### src/rtl/fifo_wr_arbiter.sv
// Round-robin arbiter merging NUM_REQ beat streams into a single FIFO write port.
// Define FIFO_WR_ARB_CNT_EN to build the beat_total transfer counter; otherwise it reads 0.
module fifo_wr_arbiter #(
  parameter int unsigned NUM_REQ    = 4,
  parameter int unsigned DATA_WIDTH = 8,
  parameter int unsigned BURST_LEN  = 4
) (
  input  logic                          clk,
  input  logic                          rst_n,
  input  logic [NUM_REQ-1:0]            req_valid,
  input  logic [NUM_REQ*DATA_WIDTH-1:0] req_data,
  input  logic [NUM_REQ-1:0]            req_last,
  output logic [NUM_REQ-1:0]            req_ready,
  input  logic                          fifo_full,
  output logic                          fifo_wr_en,
  output logic [DATA_WIDTH-1:0]         fifo_wr_data,
  output logic [$clog2(NUM_REQ)-1:0]    grant_id,
  output logic                          busy,
  output logic [31:0]                   beat_total
);

  localparam int unsigned GW = $clog2(NUM_REQ);
  localparam int unsigned CW = 8;
  localparam logic [CW-1:0] CNT_LAST = CW'(BURST_LEN - 1);
  localparam logic [GW-1:0] LAST_RST = GW'(NUM_REQ - 1);

  typedef enum logic {
    IDLE  = 1'b0,
    GRANT = 1'b1
  } state_e;

  state_e         state_q, state_d;
  logic [GW-1:0]  grant_q, grant_d;
  logic [GW-1:0]  last_q, last_d;
  logic [CW-1:0]  cnt_q, cnt_d;
  logic [GW-1:0]  rr_win;
  int unsigned    rr_dist;
  int unsigned    rr_best;
  logic           end_burst;

  // Winner is the valid requester at the smallest distance past last_q.
  always_comb begin
    rr_win  = '0;
    rr_best = NUM_REQ;
    rr_dist = 0;
    for (int i = 0; i < int'(NUM_REQ); i++) begin
      rr_dist = (32'(i) + NUM_REQ - 32'd1 - 32'(last_q)) % NUM_REQ;
      if (req_valid[i] && (rr_dist < rr_best)) begin
        rr_best = rr_dist;
        rr_win  = GW'(i);
      end
    end
  end

  always_comb begin
    busy         = (state_q == GRANT);
    grant_id     = grant_q;
    req_ready    = '0;
    fifo_wr_data = '0;
    for (int i = 0; i < int'(NUM_REQ); i++) begin
      if (grant_q == GW'(i)) begin
        req_ready[i] = busy & ~fifo_full;
        fifo_wr_data = req_data[i*DATA_WIDTH +: DATA_WIDTH];
      end
    end
    fifo_wr_en = busy & req_valid[grant_q] & ~fifo_full;
    end_burst  = req_last[grant_q] | (cnt_q == CNT_LAST);
  end

  always_comb begin
    state_d = state_q;
    grant_d = grant_q;
    last_d  = last_q;
    cnt_d   = cnt_q;
    case (state_q)
      IDLE: begin
        if (|req_valid) begin
          state_d = GRANT;
          grant_d = rr_win;
          cnt_d   = '0;
        end
      end
      GRANT: begin
        // A beat moves only when the FIFO has room and the granted source is valid.
        if (fifo_wr_en) begin
          cnt_d = cnt_q + CW'(1);
          if (end_burst) begin
            state_d = IDLE;
            last_d  = grant_q;
          end
        end
      end
      default: state_d = IDLE;
    endcase
  end

  always_ff @(posedge clk or negedge rst_n) begin
    if (!rst_n) begin
      state_q <= IDLE;
      grant_q <= '0;
      last_q  <= LAST_RST;
      cnt_q   <= '0;
    end else begin
      state_q <= state_d;
      grant_q <= grant_d;
      last_q  <= last_d;
      cnt_q   <= cnt_d;
    end
  end

`ifdef FIFO_WR_ARB_CNT_EN
  logic [31:0] total_q;

  always_ff @(posedge clk or negedge rst_n) begin
    if (!rst_n) begin
      total_q <= '0;
    end else if (fifo_wr_en) begin
      total_q <= total_q + 32'd1;
    end
  end

  assign beat_total = total_q;
`else
  assign beat_total = '0;
`endif

endmodule

### config.mk
export PLATFORM = sky130hd
export DESIGN_NAME = fifo_wr_arbiter
export DESIGN_NICKNAME = d
export VERILOG_FILES = /design/src/rtl/fifo_wr_arbiter.sv
export SDC_FILE = /design/constraint.sdc
export NUM_CORES = 1
export LEC_CHECK = 0
export BUFFER_PORTS_ARGS = -buffer_cell sky130_fd_sc_hd__buf_2
export CORE_MARGIN = 3
export CORE_UTILIZATION = 45
export CTS_CLUSTER_SIZE = 8
export DETAILED_ROUTE_END_ITERATION = 10
export HOLD_SLACK_MARGIN = 0.06
export PLACE_DENSITY = 0.9
export SLEW_MARGIN = 15
export SYNTH_ARGS = -nofsm -noshare
export SYNTH_HDL_FRONTEND = slang
export SYNTH_SLANG_ARGS = --single-unit
export TNS_END_PERCENT = 100
### constraint.sdc
create_clock -name clk -period 8.9 [get_ports clk]
set_input_delay 1.335 -clock clk [delete_from_list [all_inputs] [get_ports clk]]
set_output_delay 1.335 -clock clk [all_outputs]
set_load 0.05 [all_outputs]
[Word-level counts from Yosys, hierarchy flattened]
Cells that the tools add are included.
Word-level totals
  word-level logic and storage cells: 60
  input port bits: 43
  bits in registers: 13
  output and inout bits: 48
Cells by class
  equal/unequal tests: 6
  multiplexer cells: 25
  order comparisons: 5
  bitwise operators: 6
  add/sub/neg operators: 5
  reduce and logical (&&, ||, !) cells: 9
Operators with widths (number)
  2-bit by 32-bit less-than comparator with 1-bit output: 3
  8-bit 2-to-1 mux: 6
  32-bit 2-to-1 mux: 1
  8-bit one-hot mux with 2 select lines: 1
  1-bit 2-to-1 mux: 10
  8-bit by 1-bit adder with 8-bit output (second input constant): 1
  8-bit by 2-bit == test with 1-bit output (second input constant): 1
  2-bit by 3-bit less-than comparator with 1-bit output (second input constant): 2
  3-bit 2-to-1 mux: 2
  1-bit binary-select mux with 2-bit select: 2
  2-bit == test (second input constant): 2
  1-bit logical AND: 4
  2-bit 2-to-1 mux: 2
  2-bit != test (second input constant): 2
  2-bit AND reduction: 2
  4-bit OR reduction: 1
  1-bit by 2-bit subtractor with 2-bit output (first input constant): 2
  2-bit subtractor (first input constant): 2
  1-bit AND: 3
  3-bit AND reduction: 1
  2-bit by 1-bit == test with 1-bit output (second input constant): 1
  2-bit logical NOT: 1
  1-bit inverter: 2
  1-bit one-hot mux with 2 select lines: 1
  1-bit bitwise OR: 1

[Longest topological paths before layout]
  depth in word-level cells: 13
  gate-level depth with buffers: 16
  depth with buffers taken out: 16

[Worst setup path before layout]
Ideal clock, no wire load.
  kind: input-to-output
  from: in fifo_full
  to: out req_ready[0]
  slack: 4.781 ns
  arrival: 2.784 ns
  path buffers: 0
  stages on the path: 1
  required time: 7.565 ns
  path through: nor4_1
On the way
  cells in the longest elaborated chain, start to end: 3
RTL lines
  start: declaration: RTL line 14  | input logic fifo_full,
  1-bit inverter: RTL line 62  | req_ready[i] = busy & ~fifo_full;
  1-bit AND: RTL line 62
  1-bit 2-to-1 mux: RTL line 61  | if (grant_q == GW'(i)) begin
  end: declaration: RTL line 13  | output logic [NUM_REQ-1:0] req_ready,
Every way passes these cells.

[Final worst setup path]
  from: in req_valid[0]
  to: reg grant_q[0], in the netlist grant_id[0]
On the way
  cells in the longest elaborated chain, start to end: 11
  elaborated cells on any way between the ends: 15
  classes of those cells: order compare: 3; mux: 6; reduce/logical: 6
RTL lines
  start: declaration: RTL line 10  | input logic [NUM_REQ-1:0] req_valid,
  1-bit logical AND: RTL line 48  | if (req_valid[i] && (rr_dist < rr_best)) begin
  3-bit 2-to-1 mux: RTL line 48
  2-bit by 32-bit less-than comparator with 1-bit output: RTL line 48
  1-bit logical AND: RTL line 48
  3-bit 2-to-1 mux: RTL line 48
  2-bit by 32-bit less-than comparator with 1-bit output: RTL line 48
  1-bit logical AND: RTL line 48
  32-bit 2-to-1 mux: RTL line 48
  2-bit by 32-bit less-than comparator with 1-bit output: RTL line 48
  1-bit logical AND: RTL line 48
  2-bit 2-to-1 mux: RTL line 48
  end signal: assignment: RTL line 105  | grant_q <= grant_d;
  end: declaration: RTL line 33  | logic [GW-1:0] grant_q, grant_d;
Several ways; a longest one is shown, not always the timed one.
A chain may end at the register's enable or synchronous reset.

==> impl_metrics.tcl <==
set metrics [dict create \
    fin_crit_ps 4170 \
    nets 240 \
    slew_headroom_pct 51.7 \
    post-cts-setup-buffers 0 \
    setup_viol 0 \
    yosys_warnings 0 \
    power.density_nw_per_um2 354 \
    drv_cap 0 \
    finalWirelength_mm 2.93 \
    cts_root_buf "clkbuf_4" \
    dieArea_sq_um 3660 \
    final-seq-area_sq_um 328 \
    clock_power_share_pct 6.8 \
    grt_max_degree 18 \
    via_count 1145 \
    synth.largest_area_cell "dfrtp_1" \
    syn_inst 136 \
    endpoint_kind "flop" \
    fin_cells 223 \
    rsz0062_at_grt "no" \
    ys_top_cells_by_count "32 x buf_4, 11 x dfrtp_1, 7 x nand2_1, 6 x mux4_2, 6 x nor2_1" \
    tritoncts "done" \
    cts.clk_slew.worst_paths_ps 80 \
    arrival_ps 4370 \
    utilization_pct 55.4 \
    antenna_found_initial 0 \
    gp_congestion 0.854 \
    status "finished, final reports clean" \
    hold_viol_final 0 \
    netlist_area_sq_um 1340 \
    peakVddDrop_mv 0.284 \
    grt_overflow 0 \
    combPwrFrac_pct 70.2 \
    die_w_um 60.5 \
    final_area_sq_um 1540 \
    crit_path_frequent_cell "ha_1" \
    fmax_ghz 0.240 \
    fill_cells 267 \
    synth-main-ff-cell "dfrtp_1" \
    drt_iter0_markers 21 \
    drt_pass1_iterations 4 \
    finalCritPeriodShare_pct 46.9 \
    slowest_delay_ps 380 \
    yosysSeqAreaShare_pct 24.5 \
    worstMarginPinSlew_ps 724 \
    setup_tns_ps 0 \
    syn_to_final_growth_pct 15.3 \
    die_h_um 60.5 \
    grt_pass1_wl_mm 4.52 \
    swShare_pct 57.2 \
    cts_max_level 1 \
    synthDominantCellAreaShare_pct 20.6 \
    finalPower_mw 0.545 \
    core_area_sq_um 2780 \
    crit_chain "buf_2 -> nand2b_1 -> ha_1 -> a21oi_1 -> o21ai_0 -> mux2_2 -> ha_1 -> o22ai_1 -> a22oi_1 -> nor2_1 -> a21o_1 -> ha_1 -> a211oi_1 -> o21ai_0 -> a31oi_1" \
    post-route-drc-count 0 \
    wl_per_cell_um 13.1 \
    cts_inserted_buffers 3 \
    switchingPower_mw 0.312 \
    ant_nets 0 \
    p_seq_share_pct 23.0 \
    multi_input_area_sq_um 835 \
    place_area_sq_um 1510 \
    avgViaCountPerCell 5.13 \
    ys_ff_latch 13 \
    cts_hold_buf 0 \
    worstSetupPathType "in2reg" \
    cts_resized 0 \
    diodes 0 \
    skew_ps 3.13 \
    dpl.hpwl_mm 2.38 \
    drive_gt1_share_pct 40.1 \
    cts.sinks 13 \
    grt_pass1_vias 1076 \
    cts_buffer_depth 2 \
    synth.distinct_cells 42 \
    drv_slew 0 \
    grt_use_total_pct 16.5 \
    p_leak_nw 0.807 \
    ys_top_cells_by_area "dfrtp_1 21%, buf_4 18%, mux4_2 10%" \
    cp.required_ps 9100 \
    yosysMostFrequentCell "buf_4" \
    synth_edf_count 0 \
    start_util_pct 48.0 \
    io_pins 91 \
    cp_slowest_cell "mux2_2" \
    internal_power_mw 0.234 \
    insertion_delay_ps 270 \
    crit_path_max_fanout 8 \
    rows 19 \
    async_flop_share_pct 100 \
    place_inst 219 \
    hold_class "reg2reg" \
    startpoint_type "primary input" \
    syn_area_per_cell_sq_um 9.83 \
    numPortBuffers 58 \
]
[sequential cells by signal, summed over array words and instances (netlist names)]
signal	count
grant_id	2
busy	1
last_q	2
cnt_q	8
[cells in the final DEF (no fill, tap or decap), types with 3 or more instances in the layout]
master	synthesis	routed
buf_2	1	58
conb_1	1	32
dfrtp_1	11	11
nand2_1	7	7
mux4_2	6	6
nor2_1	6	6
inv_1	5	5
o21ai_0	5	5
mux4_1	4	4
nand3_1	4	4
ha_1	4	4
nor3_1	3	3
a31oi_1	3	3
nand4_1	3	3
o211ai_1	3	3
o31ai_1	3	3
clkbuf_4	0	3
[cell families (layout without fill, tap and decap cells)]
family	count (synthesis)	count (layout)	synth area share, %
other cells	1	32	0.281
flops	13	13	24.5
simple gates	37	37	15.6
xor+xnor	1	1	0.656
fa+ha+maj	4	4	3.75
buf+inv	43	68	21.7
mux	15	15	22.6
compound gates	22	22	10.9
[per-stage QoR]
step	setup slack [ps]	hold WS (ps)
finish	4730	507
global route	4530	524
CTS	4760	505
detailed placement	4470	493
global placement	4570	480
floorplan	4780	453
[metal layers]
metal / up-vias / GRT usage, % / wire length, um
met4: 0 / 4.95 / 13
li1: 549 / - / -
met2: 61 / 28.4 / 1450
met5: - / 0 / 0
met3: 2 / 2.98 / 291
met1: 533 / 21.1 / 1170
[critical path: cells and delay by family]
family	cells	cell delay [ps]
simple gates	2	170
buf+inv	1	160
fa+ha+maj	3	860
mux	1	380
compound gates	8	1470
[path summary, 6_finish.rpt]
check	start	end	slack (ps)	cells past startpoint
max in group asynchronous	rst_n	last_q[0]$_DFFE_PN1P_	7690	1
worst min-delay path	cnt_q[7]$_DFFE_PN0P_	cnt_q[7]$_DFFE_PN0P_	510	1
worst max-delay path	req_valid[0]	grant_id[0]$_DFFE_PN0P_	4730	15
worst min register to register	cnt_q[7]$_DFFE_PN0P_	cnt_q[7]$_DFFE_PN0P_	510	1
min in group asynchronous	rst_n	cnt_q[4]$_DFFE_PN0P_	930	1
worst max register to register	last_q[1]$_DFFE_PN1P_	grant_id[0]$_DFFE_PN0P_	5170	15
[power groups by stage]
stage               clock, mW  sequential (mW)  combinational, mW
floorplan                   0            0.118              0.334
global placement            0            0.125              0.374
detailed placement          0            0.127              0.383
CTS                    0.0378            0.126              0.383
global route           0.0419            0.132              0.410
finish                 0.0372            0.125              0.383
[layout make-up]
type | count | share of cell area, %
clock buffers | 4 | 1.71
repair buffers | 58 | 18.8
flip-flops and latches | 13 | 21.3
multi-input cells | 111 | 54.2
well taps | 31 | 2.52
inverters | 6 | 1.46
Note: power is estimated with default switching activity, not from simulation.
